$ cat src/rtl/rgb_pkg.sv
// rgb_pkg: shared types and constants for the serial RGB word assembler.
//   state_t  - assembler FSM states
//   WORD_W   - bits per serial pixel word (G, R, B)
//   COMP_W   - bits per colour component
//   min3()   - smallest of three components (white extraction)
package rgb_pkg;

   typedef enum logic [1:0] {
      WAIT_SYNC = 2'd0,
      COLLECT   = 2'd1,
      DISCARD   = 2'd2
   } state_t;

   localparam int WORD_W = 24;
   localparam int COMP_W = 8;

   function automatic logic [COMP_W-1:0] min3(input logic [COMP_W-1:0] a,
                                               input logic [COMP_W-1:0] b,
                                               input logic [COMP_W-1:0] c);
      logic [COMP_W-1:0] m;
      m = (a < b) ? a : b;
      return (m < c) ? m : c;
   endfunction

endpackage

$ cat src/rtl/rgb_pix_fifo.sv
// rgb_pix_fifo: synchronous FIFO with simultaneous push and pop.
//   clk, rst     - clock, synchronous active-high reset
//   push, din    - write request and data; accepted when not full, or when
//                  full and a pop happens in the same cycle
//   pop          - read request; ignored when empty
//   dout         - head entry (valid while empty=0)
//   full, empty  - occupancy flags
module rgb_pix_fifo #(
   parameter int DEPTH = 4,
   parameter int W     = 40
) (
   input  logic         clk,
   input  logic         rst,
   input  logic         push,
   input  logic [W-1:0] din,
   input  logic         pop,
   output logic [W-1:0] dout,
   output logic         full,
   output logic         empty
);
   localparam int AW = (DEPTH > 1) ? $clog2(DEPTH) : 1;

   logic [W-1:0] mem [DEPTH];
   logic [AW-1:0] wr_ptr, rd_ptr;
   logic [AW:0]   count;
   logic          do_push, do_pop;

   assign full    = (count == (AW+1)'(DEPTH));
   assign empty   = (count == '0);
   assign do_pop  = pop & ~empty;
   assign do_push = push & (~full | do_pop);
   assign dout    = mem[rd_ptr];

   // Power-of-two depth: pointers wrap by natural overflow.
   always_ff @(posedge clk) begin
      if (rst) begin
         wr_ptr <= '0;
         rd_ptr <= '0;
         count  <= '0;
      end else begin
         if (do_push) wr_ptr <= wr_ptr + 1'b1;
         if (do_pop)  rd_ptr <= rd_ptr + 1'b1;
         count <= count + (AW+1)'(do_push) - (AW+1)'(do_pop);
      end
   end

   always_ff @(posedge clk)
      if (do_push) mem[wr_ptr] <= din;

endmodule

$ cat src/rtl/rgb_word_asm.sv
// rgb_word_asm: assembles serial bits into 24-bit G,R,B pixels and buffers
// them with their in-frame index.
//   clk, rst                  - clock, synchronous active-high reset
//   bit_in, bit_strobe        - serial data bit and its one-cycle strobe
//   stream_reset              - with bit_strobe: end-of-frame gap
//   pix_g/r/b/w, pix_index    - head pixel (all zero while pix_valid=0)
//   pix_valid, pix_ready      - output handshake
//   frame_done                - one-cycle pulse when a non-empty frame ends
//   overflow                  - sticky: a completed pixel found the FIFO full
// Build option: RGBW_CONV_EN extracts W=min(R,G,B) before buffering;
// otherwise pix_w is 0 and G,R,B pass through.
module rgb_word_asm
   import rgb_pkg::*;
#(
   parameter int MAX_PIXELS = 256,
   parameter int FIFO_DEPTH = 4
) (
   input  logic                          clk,
   input  logic                          rst,
   input  logic                          bit_in,
   input  logic                          bit_strobe,
   input  logic                          stream_reset,
   output logic [COMP_W-1:0]             pix_g,
   output logic [COMP_W-1:0]             pix_r,
   output logic [COMP_W-1:0]             pix_b,
   output logic [COMP_W-1:0]             pix_w,
   output logic [$clog2(MAX_PIXELS)-1:0] pix_index,
   output logic                          pix_valid,
   input  logic                          pix_ready,
   output logic                          frame_done,
   output logic                          overflow
);
   localparam int IDX_W = $clog2(MAX_PIXELS);
   localparam int CNT_W = $clog2(MAX_PIXELS + 1);
   localparam int ENT_W = IDX_W + 4*COMP_W;

   state_t              state, state_next;
   logic [WORD_W-2:0]   shreg;
   logic [4:0]          bit_cnt;
   logic [CNT_W-1:0]    pix_cnt;
   logic                data_stb, sync_stb, word_done;
   logic                shift_en, push_req, fd_next;
   logic [WORD_W-1:0]   word;
   logic [COMP_W-1:0]   g, r, b, cg, cr, cb, cw;
   logic [ENT_W-1:0]    din, dout;
   logic                full, empty, pop;

   assign data_stb  = bit_strobe & ~stream_reset;
   assign sync_stb  = bit_strobe & stream_reset;
   assign word_done = (state == COLLECT) && data_stb && (bit_cnt == 5'd23);

   // Completed word includes the bit arriving on the completing strobe.
   assign word = {shreg, bit_in};
   assign g    = word[23:16];
   assign r    = word[15:8];
   assign b    = word[7:0];

`ifdef RGBW_CONV_EN
   assign cw = min3(g, r, b);
   assign cg = g - cw;
   assign cr = r - cw;
   assign cb = b - cw;
`else
   assign cw = '0;
   assign cg = g;
   assign cr = r;
   assign cb = b;
`endif

   // pix_cnt < MAX_PIXELS whenever a word completes, so truncation is exact.
   assign din = {pix_cnt[IDX_W-1:0], cg, cr, cb, cw};

   // FSM: state register
   always_ff @(posedge clk) begin
      if (rst) state <= WAIT_SYNC;
      else     state <= state_next;
   end

   // FSM: next state
   always_comb begin
      state_next = state;
      case (state)
         WAIT_SYNC: if (sync_stb) state_next = COLLECT;
         COLLECT: begin
            if (sync_stb)
               state_next = COLLECT;
            else if (word_done && pix_cnt == CNT_W'(MAX_PIXELS - 1))
               state_next = DISCARD;
         end
         DISCARD:   if (sync_stb) state_next = COLLECT;
         default:   state_next = WAIT_SYNC;
      endcase
   end

   // FSM: outputs
   always_comb begin
      shift_en = (state == COLLECT) && data_stb;
      push_req = word_done;
      fd_next  = sync_stb && (state != WAIT_SYNC) && (pix_cnt != '0);
   end

   always_ff @(posedge clk) begin
      if (rst) begin
         shreg      <= '0;
         bit_cnt    <= '0;
         pix_cnt    <= '0;
         frame_done <= 1'b0;
         overflow   <= 1'b0;
      end else begin
         frame_done <= fd_next;
         if (push_req && full && !pop) overflow <= 1'b1;
         if (sync_stb) begin
            shreg   <= '0;
            bit_cnt <= '0;
            pix_cnt <= '0;
         end else if (shift_en) begin
            shreg   <= {shreg[WORD_W-3:0], bit_in};
            bit_cnt <= word_done ? 5'd0 : bit_cnt + 5'd1;
            if (word_done) pix_cnt <= pix_cnt + 1'b1;
         end
      end
   end

   rgb_pix_fifo #(.DEPTH(FIFO_DEPTH), .W(ENT_W)) u_fifo (
      .clk   (clk),
      .rst   (rst),
      .push  (push_req),
      .din   (din),
      .pop   (pop),
      .dout  (dout),
      .full  (full),
      .empty (empty)
   );

   assign pix_valid = ~empty;
   assign pop       = pix_valid & pix_ready;

   // Gate head data so outputs read zero whenever nothing is buffered.
   always_comb begin
      {pix_index, pix_g, pix_r, pix_b, pix_w} = pix_valid ? dout : '0;
   end

endmodule

$ cat config.mk
export PLATFORM = sky130hd
export DESIGN_NAME = rgb_word_asm
export DESIGN_NICKNAME = d
export VERILOG_FILES = /design/src/rtl/rgb_pkg.sv /design/src/rtl/rgb_pix_fifo.sv /design/src/rtl/rgb_word_asm.sv
export SDC_FILE = /design/constraint.sdc
export NUM_CORES = 1
export LEC_CHECK = 0
export BUFFER_PORTS_ARGS = -buffer_cell sky130_fd_sc_hd__buf_2
export CAP_MARGIN = 40
export CORE_MARGIN = 2
export CORE_UTILIZATION = 60
export CTS_CLUSTER_DIAMETER = 120
export CTS_CLUSTER_SIZE = 40
export DETAILED_ROUTE_END_ITERATION = 10
export HOLD_SLACK_MARGIN = 0.12
export PLACE_DENSITY = 0.79
export SYNTH_ARGS = -nofsm -noshare
export SYNTH_HDL_FRONTEND = slang
export SYNTH_SLANG_ARGS = --single-unit
$ cat constraint.sdc
create_clock -name clk -period 4.4 [get_ports clk]
set_input_delay 0.88 -clock clk [delete_from_list [all_inputs] [get_ports clk]]
set_output_delay 0.88 -clock clk [all_outputs]
set_load 0.02 [all_outputs]
* Word level (Yosys, flattened, before mapping)
Memories as Yosys holds them, arrays and structs flattened. A register that Yosys moved wholly into a read port is not among the register bits. Index checks and enable logic that the tools add are counted.
Word-level totals: memories kept 1, flip-flop bits (word level) 48, bits in latches 0, ROM bits 0, output and inout port bits 43, RAM bits 128
Memories:
- u_fifo.mem | words 4, bits a word 32, read ports 1, clocked after memory_dff 1, write ports 1, RTL line rgb_pix_fifo.sv:23 | logic [W-1:0] mem [DEPTH];
Cells by class: multiply operators 0, reductions and logical operators 16, eq/ne operators 7, bitwise logic cells 9, add/subtract/negate cells 6, order comparisons 0, divide/modulo/power cells 0, muxes and demuxes 10, shifts and indexed selects 0
Operators with widths (number):
- $mux 40 | 1
- $mux 2 | 5
- $add 9x1->9 const B | 1
- $eq 9x8->1 const B | 1
- $reduce_bool 9->1 | 1
- $logic_and 1x1->1 | 7
- $add 5x1->5 const B | 1
- $and 1x1->1 | 5
- $eq 5x5->1 const B | 1
- $mux 5 | 1
- $add 2x1->2 const B | 2
- $pmux 2 s2 | 1
- $reduce_and 2->1 | 2
- $reduce_or 2->1 | 2
- $add 3x1->3 | 1
- $eq 3x3->1 const B | 1
- $logic_not 3->1 | 1
- $ne 3x3->1 const B | 1
- $not 1->1 | 3
- $sub 3x1->3 | 1
- $eq 2x1->1 const B | 1
- $eq 2x2->1 const B | 1
- $logic_not 2->1 | 1
- $mux 1 | 2
- 4 further kinds | 4

* Longest topological paths before layout
Gate-level depths: netlist of the first run.
word-level depth 8, mapped depth 8, mapped depth without buffers 8

* Hierarchy
A second synthesis of the first run with hierarchy kept.
Second synthesis, totals: cell total of the unflattened synthesis 513, area, all modules 8289.2 sq um
By module, submodules not included:
- rgb_pix_fifo | times used 1, cells each 256, area each 6307.3 sq um
- rgb_word_asm | times used 1, cells each 257, area each 1981.9 sq um

* Worst setup path after synthesis of the first run
OpenSTA, ideal clock, no wires.
path type input to register, start in stream_reset, end mem u_fifo.mem[0][0] (netlist name), enable pin, slack 1.615 ns, required time 4.008 ns, buffers on the path 1, arrival 2.393 ns, stages on the path 4, cells stage by stage nand4bb_1 > buf_2 > nor3_2 > and2_1
Between the ends: longest elaborated chain between the ends 7
Ends and longest elaborated chain:
- start: declaration | RTL line rgb_word_asm.sv:22 | input logic stream_reset,
- $not 1->1 | RTL line rgb_word_asm.sv:48 | assign data_stb = bit_strobe & ~stream_reset;
- $and 1x1->1 | RTL line rgb_word_asm.sv:48
- $logic_and 1x1->1 (2 in series) | RTL line rgb_word_asm.sv:50 | assign word_done = (state == COLLECT) && data_stb && (bit_cnt == 5'd23);
- $and 1x1->1 | RTL line rgb_pix_fifo.sv:31 | assign do_push = push & (~full | do_pop);
- net u_fifo.do_push | RTL line rgb_pix_fifo.sv:26 | logic do_push, do_pop;
- $mux 1 | RTL line rgb_pix_fifo.sv:48 | if (do_push) mem[wr_ptr] <= din;
- $mux 1 (not written as such) | RTL line rgb_pix_fifo.sv:48
- end: declaration | RTL line rgb_pix_fifo.sv:23
The timed path passes the listed nets, and every way through them passes these cells.

==> results list, run 1 <==
* Final nets: 526
- The clock reaches the later pin of the worst-skew pair after 0.42 ns.
* Top-area cell type share of the netlist area: 54.2%
- Synthesis inferred 178 register bits.
* Leakage component of the power: 2.90 nW
* Floorplan die area: 12700 um^2
* Core occupancy in the finished layout: 69.7%
- Final global-route overflow total: 0
* Xor and xnor area share after synthesis: 0.494%
* Dominant combinational cell family by area after synthesis: multiplexers
* Max Cap Viol: 0
- The number of slew-limit violations in the final report came to 0.
* Worst min-delay path class: flop to flop
* Type of the worst setup path: flop to output port
- Total core area: 11500 um^2
* Buffer levels on the longest clock path: 2
- In this run the worst path has a maximum fanout of 19.
- After legalization and detailed placement, the total HPWL measured 7.11 mm.
- Post-synth top flop: edfxtp_1
* Worst path max stage delay: 0.76 ns
* All-Layer GR Usage: 20.2%
- Vias per std cell: 5.71
* Mapped Avg Cell Area: 15.2 um^2
* Synth warnings: 0
* Violation count after the first detailed-route iteration: 257
- The number of buffers and inverters on the critical path is 2.
- For the final database, setup skew stands at 0.00735 ns.
* Clock tree from TritonCTS: done
- Yosys mapped a number of flops with a built-in enable equal to 128.
- In the synthesized netlist the async set-or-reset flop fraction comes to 0%.
- After clock tree synthesis, the clock-pin slew on the worst setup and hold paths is 0.06 ns.
* Leading cell type by number of instances after synthesis: edfxtp_1
- Summing over every cut layer, the via total after detailed routing is 3789.
* Max-slew headroom: 54.9%
- The synthesized design spends more area on one cell type than any other, namely edfxtp_1.
- Length of the first detailed-routing pass in iterations: 4
- Wire length reported by the detailed router: 11.9 mm
- Ranking of synthesized cells by instance count: 128 x edfxtp_1, 56 x nand2_1, 50 x dfxtp_1
* Buffer cell driving the clock tree root: clkbuf_16
- The H-tree was split into 4 levels.
* Final TNS setup: 0 ns
* Count of filler cells inserted in the layout: 748
- Complex-gate fraction of the synthesized area: 3.88%
- Layout Area Growth over Synthesis: 12.7%
* Vias in the first global route: 3815
- Endpoints failing hold: 0
- From bottom edge to top edge, the die measures 113 um.
- Cell family with the largest share of critical-path delay: flip-flops
* Number of antenna violations at the first check in global routing: 0
- Pin count of the biggest net entering global routing: 44
- Category of the worst setup path launch point: flop
* Kind of end point of the critical path: output port
- 0 antenna diodes ended up in the layout.
- Clock sink count: 178
- Ranked by total cell area, the synthesized netlist is headed by edfxtp_1 54%, dfxtp_1 14%, mux4_2 10%.
- Count of hold-fix buffers inserted at cts: 0
* Layout cells sized above 1: 22.5%
* Post-Synthesis Cells: 467
- Horizontal extent of the die: 113 um
- On the critical path, the stage with the largest delay is an instance of dfxtp_2.
* Routed WL per cell: 17.9 um
- Number of setup violations in the final report: 0
- In this run the power density over the cells is 480 nW/um^2.
* Number of standard-cell rows in the floorplan: 39
- Final critical-path share of the clock period: 73.4%
- CP arrival: 2.35 ns
- The number of different library cells used by synthesis comes to 45.
- Slew of the pin with the lowest slew margin: 0.676 ns
- Number of buffers inserted by port buffering: 40
* Cell-by-cell trace of the critical path: buf_4 -> mux4_2 -> and2b_1 -> buf_2
- In the synthesized netlist, mux cells make up 11.2% of the area.
- Summing the areas of all and, or, nand and nor instances in the mapped netlist gives 10.9% of the synthesized area.
- Post-route DRC: 0
- Buffers added to address setup during post-CTS repair amount to 0.
- Pin placement for this block handled 49 I/O pins.
- Post-synthesis sequential area ratio: 68.4%
- Summing the areas of all fa, ha and maj instances in the mapped netlist gives 1.87% of the synthesized area.
* PostCTS Resize Cnt: 0
- The count of nets left with antenna violations once routing finished came out at 0.
- Initial Utilization: 61.8%
* Fmax: 310 MHz
* Wire length of the first global-routing pass: 19.4 mm
- The congestion estimate from routability-driven global placement came to 0.726.
- The flow ran to the end, and the final reports show no timing, DRC or antenna violations.
- Minimum clock period after layout: 3.23 ns
* Number of buffers inserted during clock tree synthesis: 17
- Data on the critical path is required at its endpoint by 3.52 ns.
- Mapped cell area: 7090 um^2
- Setup repair after global routing missed its margin: no
* IR Drop Worst-Case VDD: 0.401 mV
==> routing by layer <==
| layer | wire length, um | vias to the layer above | global-route usage [%] |
|---|---|---|---|
| met5 | 0 | - | 0 |
| li1 | - | 1805 | - |
| met1 | 5010 | 1896 | 25.7 |
| met3 | 465 | 9 | 4.48 |
| met2 | 6280 | 79 | 33.8 |
| met4 | 125 | 0 | 8.86 |
==> per-stage QoR <==
step / cells / setup slack, ns / hold slack, ns / power [W] / area [um^2]
floorplan: 474 / 1.61 / 0.454 / 0.00223 / 7110
global placement: 634 / 1.54 / 0.452 / 0.00234 / 7390
detailed placement: 634 / 1.47 / 0.457 / 0.00235 / 7390
CTS: 664 / 1.08 / 0.489 / 0.00387 / 7990
global route: 664 / 0.999 / 0.513 / 0.00398 / 7990
finish: 664 / 1.17 / 0.485 / 0.00384 / 7990
==> cells in the final DEF, fill, tap and decap left out, drive strengths merged, types with 3 or more instances in the layout <==
cell type / n
buf: 50
and2b: 6
nand3: 8
conb: 8
edfxtp: 128
nor2: 13
dfxtp: 50
nor2b: 28
o31ai: 4
a21oi: 34
bufinv: 4
ha: 9
mux4: 32
nand2b: 7
and2: 4
clkbuf: 24
nand2: 56
o21ai: 5
mux2i: 5
or4: 3
nor4: 5
inv: 11
==> worst paths after layout <==
| path | end | slack (ns) | startpoint | cells after the start |
|---|---|---|---|---|
| max reg2reg | u_fifo.mem[0][5] | 1.93 | bit_cnt[0] | 5 |
| min reg2reg | overflow | 0.48 | overflow | 2 |
| min | overflow | 0.48 | overflow | 2 |
| max | pix_index[5] | 1.17 | flop | 4 |
==> flip-flops by register name, summed over array words and instances, names as in the netlist, 2 cells and up, named ones only <==
| name | cells |
|---|---|
| shreg | 23 |
| pix_cnt | 9 |
| bit_cnt | 5 |
| u_fifo.wr_ptr | 2 |
| u_fifo.mem | 128 |
| state | 2 |
| u_fifo.count | 3 |
| u_fifo.rd_ptr | 2 |
==> worst register-to-register path: stages (launching register included) <==
cell	delay [ns]
dfxtp_1	0.38
ha_1	0.27
nand4b_2	0.35
nor3_2	0.47
and2_1	0.19
buf_4	0.42
==> area by class of cell <==
| class | count | area, um^2 | area share [%] |
|---|---|---|---|
| clock buffers | 24 | 472 | 5.91 |
| well taps | 143 | 179 | 2.24 |
| clock inverters | 6 | 130 | 1.63 |
| repair buffers | 50 | 275 | 3.45 |
| inverters | 11 | 41.3 | 0.517 |
| multi-input cells | 252 | 2040 | 25.6 |
| flip-flops and latches | 178 | 4850 | 60.7 |
==> kinds of logic (layout without fill, tap and decap cells) <==
group,Yosys count,count (layout)
buffers and inverters,44,91
AND/OR/NAND/NOR,142,142
adder cells (fa/ha/maj),10,10
multiplexers,39,39
other,1,8
XOR/XNOR,4,4
flip-flops,178,178
AO/OA/AOI/OAI,49,49
==> report_power, final <==
group	internal, W	switching [W]	total, W
clock network	0.000973	0.000563	0.00154
logic	0.000186	0.000263	0.000449
registers	0.00180	0.0000568	0.00185
total	0.00295	0.000883	0.00384
Note: power is estimated with default switching activity, not from simulation.
==> run 2: changes to the inputs <==
- CORE_UTILIZATION: 60 -> 54
- PLACE_DENSITY: 0.79 -> 0.75
- clock period: 4.4 -> 2.8 ns (I/O delays scaled with it)
==> run 2 against run 1 <==
Net effect: non-clock buffer count grew 2; total power up 49%; final area is 0.64% higher; routed wire length grew 0.35%; register-to-register slack lost 1.4 ns; worst setup slack got worse by 0.86 ns; sequential cell count unchanged; critical path depth did not move; sequential share of layout area is 0.39 points lower; worst hold slack worse by 0.11 ns.
==> results list, run 2 (synthesis results as in run 1) <==
* Number of setup violations in the final report: 0 (unchanged)
* Worst path max stage delay: 0.53 ns (was 0.76 ns)
- Commonest cells after routing, fill and taps aside: 128 x edfxtp_1, 56 x nand2_1, 49 x dfxtp_1 (unchanged)
- The number of inserted diodes is 0 (unchanged).
- Floorplan die area: 14100 um^2 (was 12700 um^2)
* Vias in the first global route: 3840 (was 3815)
- The number of antenna violations at the first check in global routing was 0 (unchanged).
- The worst slew margin relative to its limit was 55.5% (was 54.9%).
- The post-cts sizing count is 0 (unchanged).
- Largest registers: u_fifo.mem: 128 flops, shreg: 23 flops, pix_cnt: 9 flops (unchanged)
- Fmax: 403 MHz
* Max Cap Viol: 0 (unchanged)
- The half-perimeter wire length of the detailed placement result is 6.73 mm (was 7.11 mm).
- The remaining number of nets flagged by the antenna check after routing was 0 (unchanged).
- The most common cell after layout, fill and taps aside is edfxtp_1 (unchanged).
- Subtracting the final worst setup slack from the clock period gives 2.48 ns.
- Wire length reported by the detailed router: 11.9 mm (about the same)
- Cell family with the largest share of critical-path delay: multiplexers (was flip-flops)
* Length of the first detailed-routing pass in iterations: 5 (was 4)
* Setup repair after global routing missed its margin: no (unchanged)
- Count of pins over their slew limit: 0 (unchanged)
- CP arrival: 1.92 ns (was 2.35 ns)
- Routed WL per cell: 17.1 um (was 17.9 um)
* Clock sink count: 178 (unchanged)
- Number of standard-cell rows in the floorplan: 41 (was 39)
* Wire length of the first global-routing pass: 19.6 mm (was 19.4 mm)
* Core occupancy in the finished layout: 63.2% (was 69.7%)
- Cell-by-cell trace of the critical path: buf_12 -> mux4_2 -> nor2b_1 -> buf_2 (was buf_4 -> mux4_2 -> and2b_1 -> buf_2).
* Buffer levels on the longest clock path: 2 (unchanged)
- Violation count after the first detailed-route iteration: 228 (was 257)
- The largest net degree at the start of global routing was 43 (was 44).
- Final setup skew: 0.00483 ns (was 0.00735 ns)
- Critical-path top delay cell: mux4_2 (was dfxtp_2)
* Routability cong.: 0.749 (was 0.726)
* Buffer cell driving the clock tree root: clkbuf_16 (unchanged)
* Final nets: 528 (was 526)
- The number of vias after detailed routing came to 3813 (was 3789).
- The effective utilization at floorplan came to 55.7% (was 61.8%).
- Count of hold-fix buffers inserted at cts: 0 (unchanged)
- Post-CTS clock slew at the launch and capture registers of the worst setup and hold paths: 0.06 ns (about the same)
* Category of the worst setup path launch point: flop (unchanged)
* Critical path buffer and inverter count: 2 (unchanged)
- Largest driver fanout on the critical path: 32 (was 19)
- The number of buffers created by CTS was 17 (unchanged).
* All-Layer GR Usage: 18.3% (was 20.2%)
* Horizontal extent of the die: 119 um (was 113 um)
- The number of H-tree branching levels is 4 (unchanged).
- The sort of element at the end of the critical path is an output port (unchanged).
- The total overflow reported by the global router was 0 (unchanged).
- Number of buffers inserted by port buffering: 40 (unchanged)
- The static power due to leakage came to 2.91 nW (was 2.90 nW).
* Required arrival time at the worst endpoint: 2.24 ns (was 3.52 ns)
- The maximum ir drop on the vdd rail came to 0.541 mV (was 0.401 mV).
* Endpoints failing hold: 0 (unchanged)
* Total power per unit cell area: 713 nW/um^2 (was 480 nW/um^2)
* Flip-flop count of the largest register after layout: 128 (unchanged)
- The transition time of the tightest slew-check pin was 0.668 ns (was 0.676 ns).
- The insertion delay of the later-clocked pin in the worst-skew pair is 0.42 ns (about the same).
- The CTS tree was done (unchanged).
* Total core area: 12700 um^2 (was 11500 um^2)
- The type of the most critical hold path is input pin to flop (was flop to flop).
- The post-CTS setup repair buffer count came to 0 (unchanged).
- Vias per std cell: 5.47 (was 5.71)
- The I/O pin total was 49 (unchanged).
- The share of post-route cells with drive strength above 1 is 23.0% (was 22.5%).
- The type of the worst setup path was flop to output port (unchanged).
- The layout overhead on the synthesized area came to 13.4% (was 12.7%).
* Largest Register: u_fifo.mem (unchanged)
- The vertical die dimension was 119 um (was 113 um).
- Final TNS setup: 0 ns (unchanged)
- Final critical-path share of the clock period: 88.7%
- Post-route DRC: 0 (unchanged)
- Run status: finished clean (unchanged).
-- run 2: where the power goes --
| group | total (W) | leakage (nW) | internal, W | switching, W |
|---|---|---|---|---|
| Combinational | 0.000753 | 0.859 | 0.000290 | 0.000463 |
| Sequential | 0.00286 | 1.79 | 0.00282 | 0.0000376 |
| Clock | 0.00212 | 0.260 | 0.00121 | 0.000911 |
-- run 2: final timing paths --
kind                                 start                 to  slack, ns  cells past startpoint
worst min-delay path                bit_in   u_fifo.mem[1][0]       0.38                      1
worst max-delay path                  flop       pix_index[0]       0.32                      4
worst min register to register    overflow           overflow       0.49                      2
worst max register to register  bit_cnt[0]  u_fifo.mem[1][18]       0.58                      6
-- run 2: layer usage --
metal	GRT usage (%)	part of all wire (%)
met1	23.8	43
met2	29.2	51
met3	6.03	5.1
met4	6.32	1.3
met5	0	0
-- run 2: cell type report --
class                           instances  area, um^2
Multi-Input combinational cell        252        2040
Clock inverter                          8        56.3
Tap cell                              172         215
Inverter                               11        41.3
Clock buffer                           24         483
Timing Repair Buffer                   52         353
Sequential cell                       178        4850
Fill cell                             949        4680
-- run 2: stage by stage --
stage                     total power [W]  cells  setup WS [ns]  area [um^2]  hold WS [ns]
final                             0.00573    697          0.317         8040         0.379
after global placement            0.00367    665          0.509         7500         0.459
after detailed placement          0.00369    665          0.422         7500         0.465
after floorplan                   0.00348    474          0.335         7110         0.454
after CTS                         0.00580    697          0.272         8040         0.366
after global routing              0.00597    697          0.194         8040         0.361
